--- config.mk ---
export PLATFORM = sky130hd
export DESIGN_NAME = aibcr3aux_actred_shift_ctl
export DESIGN_NICKNAME = d
export VERILOG_FILES = /design/src/rtl/aibcr3aux_actred_shift_ctl.sv
export SDC_FILE = /design/constraint.sdc
export NUM_CORES = 1
export LEC_CHECK = 0
export ABC_CLOCK_PERIOD_IN_PS = 3170
export CAP_MARGIN = 10
export CELL_PAD_IN_SITES_DETAIL_PLACEMENT = 0
export CELL_PAD_IN_SITES_GLOBAL_PLACEMENT = 1
export CORE_MARGIN = 1.5
export CORE_UTILIZATION = 39
export DETAILED_ROUTE_END_ITERATION = 7
export HOLD_SLACK_MARGIN = 0.15
export PLACE_DENSITY_LB_ADDON = 0.3
export SLEW_MARGIN = 10
export SYNTH_ARGS = -nofsm -noshare
export SYNTH_HDL_FRONTEND = slang
export SYNTH_SLANG_ARGS = --single-unit
--- constraint.sdc ---
create_clock -name dig_clk -period 3.17 [get_ports dig_clk]
set_clock_uncertainty 0.15 [all_clocks]
set_input_delay 0.4755 -clock dig_clk [delete_from_list [all_inputs] [get_ports dig_clk]]
set_output_delay 0.4755 -clock dig_clk [all_outputs]
set_load 0.005 [all_outputs]
--- src/rtl/aibcr3aux_actred_shift_ctl.sv ---
// ----------------------------------------------------------------------------
// aibcr3aux_actred_shift_ctl
//
// Serialises an active-redundancy configuration word into one or more
// independent scan chains. Each chain's data is rotated out LSB-first, one bit
// per shift tick. The word goes round twice. The first pass fills the chain.
// On the second pass the block compares the chain's scan output with the bit
// it is driving at the same time. Any difference sets a sticky per-chain
// error flag.
//
// Parameters
//   NUM_CHAIN  number of independent chains (1..8)
//   CHAIN_LEN  bits per chain (2..64)
//   DIV        dig_clk cycles per shift tick (1..16)
//
// Ports
//   dig_clk               in   block clock, rising-edge
//   dig_rst               in   synchronous active-high reset
//   csr_actred_start      in   start pulse (accepted only in IDLE)
//   csr_actred_abort      in   abort request (wins over start, ends SHIFT)
//   csr_actred_chain_en   in   per-chain enable, latched at start
//   csr_actred_cfg        in   config, chain i at [i*CHAIN_LEN +: CHAIN_LEN]
//   actred_rx_chain       in   serial return data from each chain
//   actred_chain          out  serial data to each chain (0 outside SHIFT)
//   actred_shiften_chain  out  per-chain shift enable (0 outside SHIFT)
//   actred_busy           out  high while shifting
//   actred_done           out  one-cycle completion pulse
//   actred_err            out  sticky per-chain readback mismatch
// ----------------------------------------------------------------------------
module aibcr3aux_actred_shift_ctl #(
    parameter int unsigned NUM_CHAIN = 2,
    parameter int unsigned CHAIN_LEN = 16,
    parameter int unsigned DIV       = 4
) (
    input  logic                           dig_clk,
    input  logic                           dig_rst,
    input  logic                           csr_actred_start,
    input  logic                           csr_actred_abort,
    input  logic [NUM_CHAIN-1:0]           csr_actred_chain_en,
    input  logic [NUM_CHAIN*CHAIN_LEN-1:0] csr_actred_cfg,
    input  logic [NUM_CHAIN-1:0]           actred_rx_chain,
    output logic [NUM_CHAIN-1:0]           actred_chain,
    output logic [NUM_CHAIN-1:0]           actred_shiften_chain,
    output logic                           actred_busy,
    output logic                           actred_done,
    output logic [NUM_CHAIN-1:0]           actred_err
);

    localparam int unsigned DIV_W  = (DIV > 1) ? $clog2(DIV) : 1;
    localparam int unsigned TICK_W = $clog2(2 * CHAIN_LEN);

    localparam logic [DIV_W-1:0]  DIV_LAST  = DIV_W'(DIV - 1);
    localparam logic [TICK_W-1:0] TICK_LAST = TICK_W'(2 * CHAIN_LEN - 1);
    localparam logic [TICK_W-1:0] TICK_CMP0 = TICK_W'(CHAIN_LEN);

    typedef enum logic [1:0] {
        ST_IDLE  = 2'd0,
        ST_SHIFT = 2'd1,
        ST_DONE  = 2'd2
    } state_t;

    state_t              state_reg,    state_next;
    logic [DIV_W-1:0]    div_cnt_reg,  div_cnt_next;
    logic [TICK_W-1:0]   tick_cnt_reg, tick_cnt_next;

    logic start_acc;
    logic tick;
    logic shift_adv;
    logic compare_phase;

    // Abort beats start in IDLE, so a simultaneous pair never launches a run.
    assign start_acc     = (state_reg == ST_IDLE) && csr_actred_start && !csr_actred_abort;
    assign tick          = (state_reg == ST_SHIFT) && (div_cnt_reg == DIV_LAST);
    // An aborting cycle must not rotate data or touch the error flags.
    assign shift_adv     = tick && !csr_actred_abort;
    // Second pass: the chain is full, so its output should echo what we drive.
    assign compare_phase = (tick_cnt_reg >= TICK_CMP0);

    assign actred_busy = (state_reg == ST_SHIFT);
    assign actred_done = (state_reg == ST_DONE);

    // ------------------------------------------------------------------
    // Control FSM and tick/divider counters
    // ------------------------------------------------------------------
    always_ff @(posedge dig_clk) begin
        if (dig_rst) begin
            state_reg    <= ST_IDLE;
            div_cnt_reg  <= '0;
            tick_cnt_reg <= '0;
        end else begin
            state_reg    <= state_next;
            div_cnt_reg  <= div_cnt_next;
            tick_cnt_reg <= tick_cnt_next;
        end
    end

    always_comb begin
        state_next    = state_reg;
        div_cnt_next  = div_cnt_reg;
        tick_cnt_next = tick_cnt_reg;
        unique case (state_reg)
            ST_IDLE: begin
                if (start_acc) begin
                    state_next    = ST_SHIFT;
                    div_cnt_next  = '0;
                    tick_cnt_next = '0;
                end
            end
            ST_SHIFT: begin
                if (csr_actred_abort) begin
                    state_next    = ST_IDLE;
                    div_cnt_next  = '0;
                    tick_cnt_next = '0;
                end else if (tick) begin
                    div_cnt_next = '0;
                    if (tick_cnt_reg == TICK_LAST) begin
                        state_next    = ST_DONE;
                        tick_cnt_next = '0;
                    end else begin
                        tick_cnt_next = tick_cnt_reg + TICK_W'(1);
                    end
                end else begin
                    div_cnt_next = div_cnt_reg + DIV_W'(1);
                end
            end
            ST_DONE: begin
                // Abort is ignored here; the done pulse always completes.
                state_next = ST_IDLE;
            end
            default: begin
                state_next = ST_IDLE;
            end
        endcase
    end

    // ------------------------------------------------------------------
    // Per-chain circular shift register, enable latch and sticky error
    // ------------------------------------------------------------------
    generate
        for (genvar gi = 0; gi < NUM_CHAIN; gi++) begin : g_chain
            logic [CHAIN_LEN-1:0] sr_reg;
            logic                 en_reg;
            logic                 err_reg;

            always_ff @(posedge dig_clk) begin
                if (dig_rst) begin
                    sr_reg  <= '0;
                    en_reg  <= 1'b0;
                    err_reg <= 1'b0;
                end else if (start_acc) begin
                    sr_reg  <= csr_actred_cfg[gi*CHAIN_LEN +: CHAIN_LEN];
                    en_reg  <= csr_actred_chain_en[gi];
                    err_reg <= 1'b0;
                end else if (shift_adv) begin
                    // Rotate right so the word is back in place after each pass.
                    sr_reg <= {sr_reg[0], sr_reg[CHAIN_LEN-1:1]};
                    if (compare_phase && en_reg && (actred_rx_chain[gi] != sr_reg[0])) begin
                        err_reg <= 1'b1;
                    end
                end
            end

            assign actred_chain[gi]         = actred_busy && en_reg && sr_reg[0];
            assign actred_shiften_chain[gi] = actred_busy && en_reg;
            assign actred_err[gi]           = err_reg;
        end
    endgenerate

endmodule

Word-level counts from Yosys, hierarchy flattened

Index checks and enable logic that the tools add are counted.

Register bits after elaboration: 45
Input bits: 40
Output and inout port bits: 8
Word-level logic and storage cells: 61

Multiplexer cells: 18
Order comparisons: 1
Eq/ne operators: 9
Add/sub/neg operators: 2
Reduce and logical (&&, ||, !) cells: 22

Operators with widths:

| kind                                                      | number |
|---|---|
| two-way mux 16 bit                                        | 4 |
| two-way mux 5 bit                                         | 4 |
| two-way mux 2 bit                                         | 7 |
| logical AND 1 bit                                         | 12 |
| case mux 5 bit (2 select lines)                           | 1 |
| case mux 2 bit (2 select lines)                           | 2 |
| != test 3 x 2 -> 1 bit (second input constant)            | 2 |
| AND reduction 2 bit                                       | 3 |
| AND reduction 3 bit                                       | 2 |
| adder 5 x 1 -> 5 bit (second input constant)              | 1 |
| == test 5 bit (second input constant)                     | 1 |
| greater-or-equal comparator 5 bit (second input constant) | 1 |
| == test 2 bit (second input constant)                     | 2 |
| nonzero test 2 bit                                        | 2 |
| adder 2 x 1 -> 2 bit (second input constant)              | 1 |
| == test 2 x 1 -> 1 bit (second input constant)            | 1 |
| zero test 2 bit                                           | 1 |
| != test 1 bit                                             | 2 |
| != test 2 bit (second input constant)                     | 1 |
| OR reduction 2 bit                                        | 1 |
| zero test 1 bit                                           | 1 |

Logic depth before layout (Yosys ltp)

Gate-level depths: netlist (run 1).

Depth in word-level cells: 5
Gate-level depth with buffers: 6
Mapped depth without buffers: 6

Worst setup path after synthesis (run 1)

OpenSTA, ideal clock, no wires.

Kind: register to register
Start point: register tick_cnt_reg[0]
End point: register tick_cnt_reg[2]
Setup slack: 1292 ps
Cell stages (with the launch flop): 7
Data required time: 2945 ps
Setup time: 75 ps
Clock period less this slack: 1878 ps
Arrival time: 1653 ps
Path buffers: 0
Path through: dfxtp_1 ha_1 and3_1 ha_1 nor4b_1 nand4b_1 a31oi_1

Cells in the longest elaborated chain, start to end: 5
Elaborated cells on any way between the ends: 6
Classes of those cells: add/sub (1); eq/ne (1); mux (4)

Ends and longest elaborated chain:

| what                                                  | RTL line | RTL |
|---|---|---|
| from (decl)                                           | 64       | `logic [TICK_W-1:0] tick_cnt_reg, tick_cnt_next;` |
| from (signal assigned)                                | 93       | `tick_cnt_reg <= tick_cnt_next;` |
| adder 5 x 1 -> 5 bit or == test 5 bit (tied branches) | 120, 116 |  |
| two-way mux 5 bit (*)                                 | 116      | `if (tick_cnt_reg == TICK_LAST) begin` |
| two-way mux 5 bit (*)                                 | 114      | `end else if (tick) begin` |
| two-way mux 5 bit (*)                                 | 110      | `if (csr_actred_abort) begin` |
| case mux 5 bit (2 select lines) (*)                   | 101      | `unique case (state_reg)` |

Every way passes the cells marked *; elsewhere a longest branch is shown, timed or not. The select of a mux whose other input is x is not followed.
A chain may end at the register's enable or synchronous reset.

Final worst setup path (run 1)

Start point: register state_reg[1]
End point: output port actred_chain[1]

Cells in the longest elaborated chain, start to end: 3

Ends and longest elaborated chain:

| what                           | RTL line | RTL |
|---|---|---|
| from (decl)                    | 62       | `state_t state_reg, state_next;` |
| from (signal assigned)         | 91       | `state_reg <= state_next;` |
| == test 2 x 1 -> 1 bit         | 79       | `assign actred_busy = (state_reg == ST_SHIFT);` |
| logical AND 1 bit (2 in a row) | 163      | `assign actred_chain[gi] = actred_busy && en_reg && sr_reg[0];` |
| to (decl)                      | 42       | `output logic [NUM_CHAIN-1:0] actred_chain,` |

Every way passes these cells.

==> PnR_summary.wiki, run 1 <==
{| class="wikitable"
! Metric !! Value
|-
| Net count reported at finish || around 340
|-
| H-tree depth || 2
|-
| Hold worst-path end || g_chain[0].sr_reg[1]
|-
| First-pass iteration count of the detailed router || 4
|-
| Fraction of registers with async set/reset || 0
|-
| Cells on Worst Hold Path || 2
|-
| Via density per instance || 5.46
|-
| Measured slew at the worst slew-check pin || 0.645 ns
|-
| Inserted Clock Buffers || 5
|-
| Min Clock Period, post-route || 2.62 ns
|-
| WS Path Type || register to output port
|-
| Yosys warning total || 0
|-
| Total of fill cells in the finished design || 521
|-
| RSZ-0062 raised after global routing || no
|-
| Start of the worst register-to-register path || tick_cnt_reg[0]
|-
| Worst Setup End Kind || output port
|-
| Setup bufs post-CTS || 0
|-
| Clock edge transition at the registers on the reported setup and hold paths || approximately 0.080 ns
|-
| Depth of the worst register-to-register path || 6
|-
| Global-route wire length before repair || 8740 um
|-
| Aggregate negative setup slack || 0 ns
|-
| CTS tree || yes
|-
| Layout Cell Area excl Fill || ~0.0027 mm2
|-
| Post-synth design cell area || 0.00216 mm2
|-
| Total count of hold-check failures in the final report || 0
|-
| Gp weighted congestion || 0.788
|-
| Portion of the post-synthesis area used by sequential elements || 0.417
|-
| Clock latency at the later pin of the worst-skew pair || between 0.2 and 0.3 ns
|-
| Global route total overflow || 0
|-
| Final-report max-slew violation count || 0
|-
| Commonest cells post-synth || sky130_fd_sc_hd__nand2_1 (65), sky130_fd_sc_hd__dfxtp_1 (45), sky130_fd_sc_hd__a21oi_1 (36)
|-
| Count of input and output buffers || 47
|-
| Maximum net fanout on the critical path || 10
|-
| Inserted Diodes || 0
|-
| Row count || 26
|-
| Hold buffer count at CTS || 0
|-
| CTS sink count || 45
|-
| Clock root buffer || sky130_fd_sc_hd__clkbuf_8
|-
| Max cap viols || 0
|-
| Total core area || around 0.0052 mm2
|-
| FF+latch count, synth || 45
|-
| Floorplan die height || 77.4 um
|-
| Synth top area cells || sky130_fd_sc_hd__dfxtp_1 (42%), sky130_fd_sc_hd__a311oi_1 (12%), sky130_fd_sc_hd__nand2_1 (11%)
|-
| Average detailed-routed wire length per instance || 13.8 um
|-
| Synth Area per Inst || between 8 and 9 um2
|-
| Total global routing track utilization || 0.181
|-
| Max Root-Sink Buffers || 2
|-
| Number of enable-type register cells in the synthesized netlist || 0
|-
| Leak || 0.909 nW
|-
| Maximum clock rate || 381 MHz
|-
| Final setup violation count || 0
|-
| Worst reg2reg path endpoint || tick_cnt_reg[2]
|-
| Initial antenna violation count || 0
|-
| PwrDens || between 400 and 500 mW/mm2
|-
| Area growth from synthesis to layout || 26.6%
|-
| Count of vias placed by the detailed router || 1997
|-
| Required arrival time at the worst endpoint || between 2 and 3 ns
|-
| Synthesized Nets || 303
|-
| Share of Yosys cell area claimed by the top area cell type || 0.417
|-
| Die X || 77.4 um
|-
| Layout cell share with drive strength beyond 1 || 0.0709
|-
| Largest area contributor in the netlist || sky130_fd_sc_hd__dfxtp_1
|-
| Number of nets still failing antenna checks after routing || 0
|-
| Starting density of the core || 0.413
|-
| Maximum number of pins on one net before global-route repair || 46
|-
| Startpoint of the tightest hold check path || g_chain[0].sr_reg[2]
|-
| Remaining DRCs || 0
|-
| Startpoint kind of the worst setup timing path || register
|-
| Top FF cell, synth || sky130_fd_sc_hd__dfxtp_1
|-
| Total Die Area || 0.00600 mm2
|-
| Num ports || 48
|-
| Reg-to-reg setup timing slack || 1.04 ns
|-
| Worst vdd ir || ~0.27 mV
|-
| Flip-flop count of the largest register after layout || 32
|-
| Most frequently used cell type in the post-synthesis netlist || sky130_fd_sc_hd__nand2_1
|-
| Tcrit/Tclk final || 0.827
|-
| Hpwl dp || 3290 um
|-
| Max-slew headroom || 0.564
|-
| Class of the worst hold path || register to register
|-
| Run status || completed
|-
| Via count of the first global-routing pass || about 1900
|-
| Post_cts resized || 0
|-
| Yosys cell types || 37
|-
| Number of standard cells after synthesis || 260
|-
| Final routed wirelength across all metal layers || between 5000 and 6000 um
|-
| Initial detailed-routing violation count || approximately 130
|-
| Cell Area, Placed || 0.00266 mm2
|-
| Worst EP arrival || 2.00 ns
|}
[cell usage in the layout (no fill, tap or decap), types with 4 or more instances in the layout]
master	instances
sky130_fd_sc_hd__a21oi_1	36
sky130_fd_sc_hd__a311oi_1	30
sky130_fd_sc_hd__nand2_1	65
sky130_fd_sc_hd__clkbuf_8	5
sky130_fd_sc_hd__dfxtp_1	45
sky130_fd_sc_hd__clkdlybuf4s50_1	47
sky130_fd_sc_hd__nor2_1	4
sky130_fd_sc_hd__nand3_1	4
sky130_fd_sc_hd__o211ai_1	5
sky130_fd_sc_hd__buf_4	7
[critical path: stages, from the launching register on]
cell and delay [ns]:
sky130_fd_sc_hd__dfxtp_1 0.49, sky130_fd_sc_hd__nand2b_1 0.39, sky130_fd_sc_hd__inv_2 0.16, sky130_fd_sc_hd__and3_1 0.22
sky130_fd_sc_hd__clkdlybuf4s50_1 0.44
[report_power, final]
part / internal [W] / leakage [nW] / switching [W] / total, W
Combinational: 0.0000937 / 0.501 / 0.0000947 / 0.000188
Clock: 0.000157 / 0.0395 / 0.000182 / 0.000339
Sequential: 0.000596 / 0.368 / 0.0000179 / 0.000614
Total: 0.000846 / 0.909 / 0.000295 / 0.00114
[kinds of logic after synthesis]
logic type,count (synthesis),share of synthesized area
adder cells (fa/ha/maj),3,0.0174
AND/OR/NAND/NOR,96,0.207
flip-flops,45,0.417
buffers and inverters,29,0.0718
AO/OA/AOI/OAI,82,0.265
multiplexers,3,0.0145
XOR/XNOR,2,0.00811
[final cells by class]
class,count,area (um2),share of cell area
Inverter,2,7.51,0.00274
Timing Repair Buffer,55,543,0.199
Clock buffer,8,80.1,0.0293
Multi-Input combinational cell,186,1120,0.408
Tap cell,70,87.6,0.0320
Sequential cell,45,901,0.329
[worst max path at each step]
stage | endpoint | startpoint | depth (start not counted)
floorplan | tick_cnt_reg[2] | tick_cnt_reg[0] | 6
global placement | div_cnt_reg[0] | csr_actred_abort | 5
detailed placement | div_cnt_reg[0] | csr_actred_abort | 5
CTS | actred_chain[1] | state_reg[1] | 4
global route | actred_chain[1] | state_reg[1] | 4
finish | actred_chain[1] | state_reg[1] | 4
[layer usage]
metal | vias up | share of wire | track usage
met5 | - | 0 | 0
met4 | 0 | 0.017 | 0.0818
met3 | 7 | 0.034 | 0.0353
met2 | 39 | 0.43 | 0.262
met1 | 931 | 0.52 | 0.257
li1 | 1020 | - | -
[through the flow]
| stage | hold WS (ns) | total power, W | util | worst slack [ns] | instances |
|---|---|---|---|---|---|
| after floorplan | 0.302 | 0.000737 | - | 1.29 | 260 |
| after global placement | 0.311 | 0.000815 | 0.507 | 0.630 | 358 |
| final | 0.330 | 0.00114 | 0.522 | 0.548 | 366 |
| after detailed placement | 0.318 | 0.000816 | 0.507 | 0.586 | 358 |
| after CTS | 0.329 | 0.00115 | 0.522 | 0.554 | 366 |
| after global routing | 0.349 | 0.00120 | 0.522 | 0.433 | 366 |
Note: power is estimated with default switching activity, not from simulation.
==> inputs of run 2 (changes only) <==
- ABC_CLOCK_PERIOD_IN_PS: 3170 -> 2600
- CORE_UTILIZATION: 39 -> 37
- clock period: 3.17 -> 2.6 ns (I/O delays scaled with it)
==> run 2 against run 1 <==
Register-to-register slack got worse by 0.60 ns. Sequential share of layout area decreased by 0.25 points. Highest routed layer unchanged. Combinational power grew 22%. Power rose by 30%. Clock power increased by 51%.
==> PnR_summary.wiki, run 2 (same netlist as run 1, synthesis figures left out) <==
{| class="wikitable"
! Metric !! Value
|-
| Hpwl dp || 3300 um (was 3290 um)
|-
| Tcrit/Tclk final || 0.872
|-
| Reg-to-reg setup timing slack || 0.44 ns (was 1.04 ns)
|-
| Worst EP arrival || 1.73 ns (was 2.00 ns)
|-
| Row count || 27 (was 26)
|-
| Via density per instance || 5.44 (was 5.46)
|-
| Run status || completed (unchanged)
|-
| Number of nets still failing antenna checks after routing || 0 (unchanged)
|-
| Initial antenna violation count || 0 (unchanged)
|-
| Clock latency at the later pin of the worst-skew pair || 0.30 ns (was 0.29 ns)
|-
| Utilization after layout || 0.495 (was 0.522)
|-
| Worst Setup End Kind || output port (unchanged)
|-
| Average detailed-routed wire length per instance || 14.1 um (was 13.8 um)
|-
| Remaining DRCs || 0 (unchanged)
|-
| Worst reg2reg path endpoint || tick_cnt_reg[2] (unchanged)
|-
| Min Clock Period, post-route || 2.27 ns
|-
| Final setup violation count || 0 (unchanged)
|-
| Post_cts resized || 0 (unchanged)
|-
| Clock edge transition at the registers on the reported setup and hold paths || 0.08 ns (about the same)
|-
| Hold worst-path end || div_cnt_reg[1] (was g_chain[0].sr_reg[1])
|-
| Inserted Clock Buffers || 5 (unchanged)
|-
| Starting density of the core || 0.388 (was 0.413)
|-
| Clock root buffer || sky130_fd_sc_hd__clkbuf_8 (unchanged)
|-
| Count of vias placed by the detailed router || 2002 (was 1997)
|-
| WS Path Type || register to output port (unchanged)
|-
| RSZ-0062 raised after global routing || no (unchanged)
|-
| Startpoint kind of the worst setup timing path || register (unchanged)
|-
| Flip-flop count of the largest register after layout || 32 (unchanged)
|-
| Setup bufs post-CTS || 0 (unchanged)
|-
| Maximum clock rate || 441 MHz
|-
| Cells on Worst Hold Path || 2 (unchanged)
|-
| Count of input and output buffers || 47 (unchanged)
|-
| Leak || 0.925 nW (was 0.909 nW)
|-
| Global route total overflow || 0 (unchanged)
|-
| Initial detailed-routing violation count || 144 (was 126)
|-
| Aggregate negative setup slack || 0 ns (unchanged)
|-
| Total count of hold-check failures in the final report || 0 (unchanged)
|-
| Total global routing track utilization || 0.169 (was 0.181)
|-
| Num ports || 48 (unchanged)
|-
| Hold buffer count at CTS || 0 (unchanged)
|-
| CTS tree || yes (unchanged)
|-
| Global-route wire length before repair || 8540 um (was 8740 um)
|-
| Most used cells in the layout excluding fill and tap cells || sky130_fd_sc_hd__nand2_1 (65), sky130_fd_sc_hd__clkdlybuf4s50_1 (47), sky130_fd_sc_hd__dfxtp_1 (45) (unchanged)
|-
| CTS sink count || 45 (unchanged)
|-
| Final Hold Slack || 0.331 ns (was 0.330 ns)
|-
| Minimum setup slack after placement || 0.212 ns (was 0.586 ns)
|-
| Final worst-path setup slack || 0.332 ns (was 0.548 ns)
|-
| PwrDens || 540 mW/mm2 (was 417 mW/mm2)
|-
| Max Root-Sink Buffers || 2 (unchanged)
|-
| Total of fill cells in the finished design || 583 (was 521)
|-
| Measured slew at the worst slew-check pin || 0.684 ns (was 0.645 ns)
|-
| Net count reported at finish || 339 (was 338)
|-
| Gp weighted congestion || 0.783 (was 0.788)
|-
| Max-slew headroom || 0.538 (was 0.564)
|-
| Total Die Area || 0.00631 mm2 (was 0.00600 mm2)
|-
| Layout cell share with drive strength beyond 1 || 0.0811 (was 0.0709)
|-
| Inserted Diodes || 0 (unchanged)
|-
| Start of the worst register-to-register path || tick_cnt_reg[0] (unchanged)
|-
| Maximum net fanout on the critical path || 10 (unchanged)
|-
| Required arrival time at the worst endpoint || 2.06 ns (was 2.54 ns)
|-
| Final-report max-slew violation count || 0 (unchanged)
|-
| H-tree depth || 2 (unchanged)
|-
| Maximum number of pins on one net before global-route repair || 46 (unchanged)
|-
| Source of the critical timing path || state_reg[0] (was state_reg[1])
|-
| Startpoint of the tightest hold check path || div_cnt_reg[1] (was g_chain[0].sr_reg[2])
|-
| Depth of the worst register-to-register path || 6 (unchanged)
|-
| Class of the worst hold path || register to register (unchanged)
|-
| Max cap viols || 0 (unchanged)
|-
| Most common cell after layout, fill and taps aside || sky130_fd_sc_hd__nand2_1 (unchanged)
|-
| Worst vdd ir || 0.409 mV (was 0.265 mV)
|-
| Final routed wirelength across all metal layers || 5200 um (was 5050 um)
|-
| Via count of the first global-routing pass || 1815 (was 1883)
|-
| First-pass iteration count of the detailed router || 5 (was 4)
|-
| Area growth from synthesis to layout || 27.6% (was 26.6%)
|-
| Total core area || 0.00557 mm2 (was 0.00524 mm2)
|-
| Die X || 79.4 um (was 77.4 um)
|-
| Floorplan die height || 79.4 um (was 77.4 um)
|}
==> run 2: changes by cell type in the layout (fill, tap and decap cells not counted), sizes merged <==
cell	delta
clkinv	+1
buf	+1
bufinv	+1
clkbuf	-3
==> run 2: critical path, stage by stage (launching register included) <==
cell and delay, ns:
sky130_fd_sc_hd__dfxtp_1 0.48, sky130_fd_sc_hd__nand2b_1 0.13, sky130_fd_sc_hd__inv_2 0.16, sky130_fd_sc_hd__and3_1 0.17, sky130_fd_sc_hd__clkdlybuf4s50_1 0.49
==> run 2: per-layer routing <==
layer,global-route usage,wire [um],vias up
met4,0.0632,72,0
met5,0,0,-
met2,0.259,2400,39
met1,0.234,2520,935
li1,-,-,1021
met3,0.0331,200,7
==> run 2: worst max path at each step <==
stage               cells past startpoint              end
floorplan                               6  tick_cnt_reg[2]
global placement                        5   div_cnt_reg[0]
detailed placement                      5   div_cnt_reg[0]
CTS                                     4  actred_chain[1]
global route                            4  actred_chain[1]
finish                                  4  actred_chain[1]
==> run 2: layout make-up <==
cell class	instances	area (um2)	share of cell area
Multi-Input combinational cell	186	1120	0.405
Sequential cell	45	901	0.327
Timing Repair Buffer	56	538	0.195
Tap cell	72	90.1	0.0327
Clock buffer	5	68.8	0.0250
Clock inverter	2	35.0	0.0127
Inverter	2	7.51	0.00272
==> run 2: power by group <==
part | internal [W] | switching (W) | total, W
clock | 0.000279 | 0.000231 | 0.000511
sequential | 0.000727 | 0.0000224 | 0.000749
combinational | 0.000113 | 0.000116 | 0.000229
==> run 2: stage by stage <==
| step | cells | total power (W) | instance area (um2) |
|---|---|---|---|
| after floorplan | 260 | 0.000899 | 2160 |
| final | 368 | 0.00149 | 2760 |
| after global routing | 368 | 0.00156 | 2760 |
| after detailed placement | 361 | 0.000995 | 2650 |
| after global placement | 361 | 0.000992 | 2650 |
| after CTS | 368 | 0.00151 | 2760 |
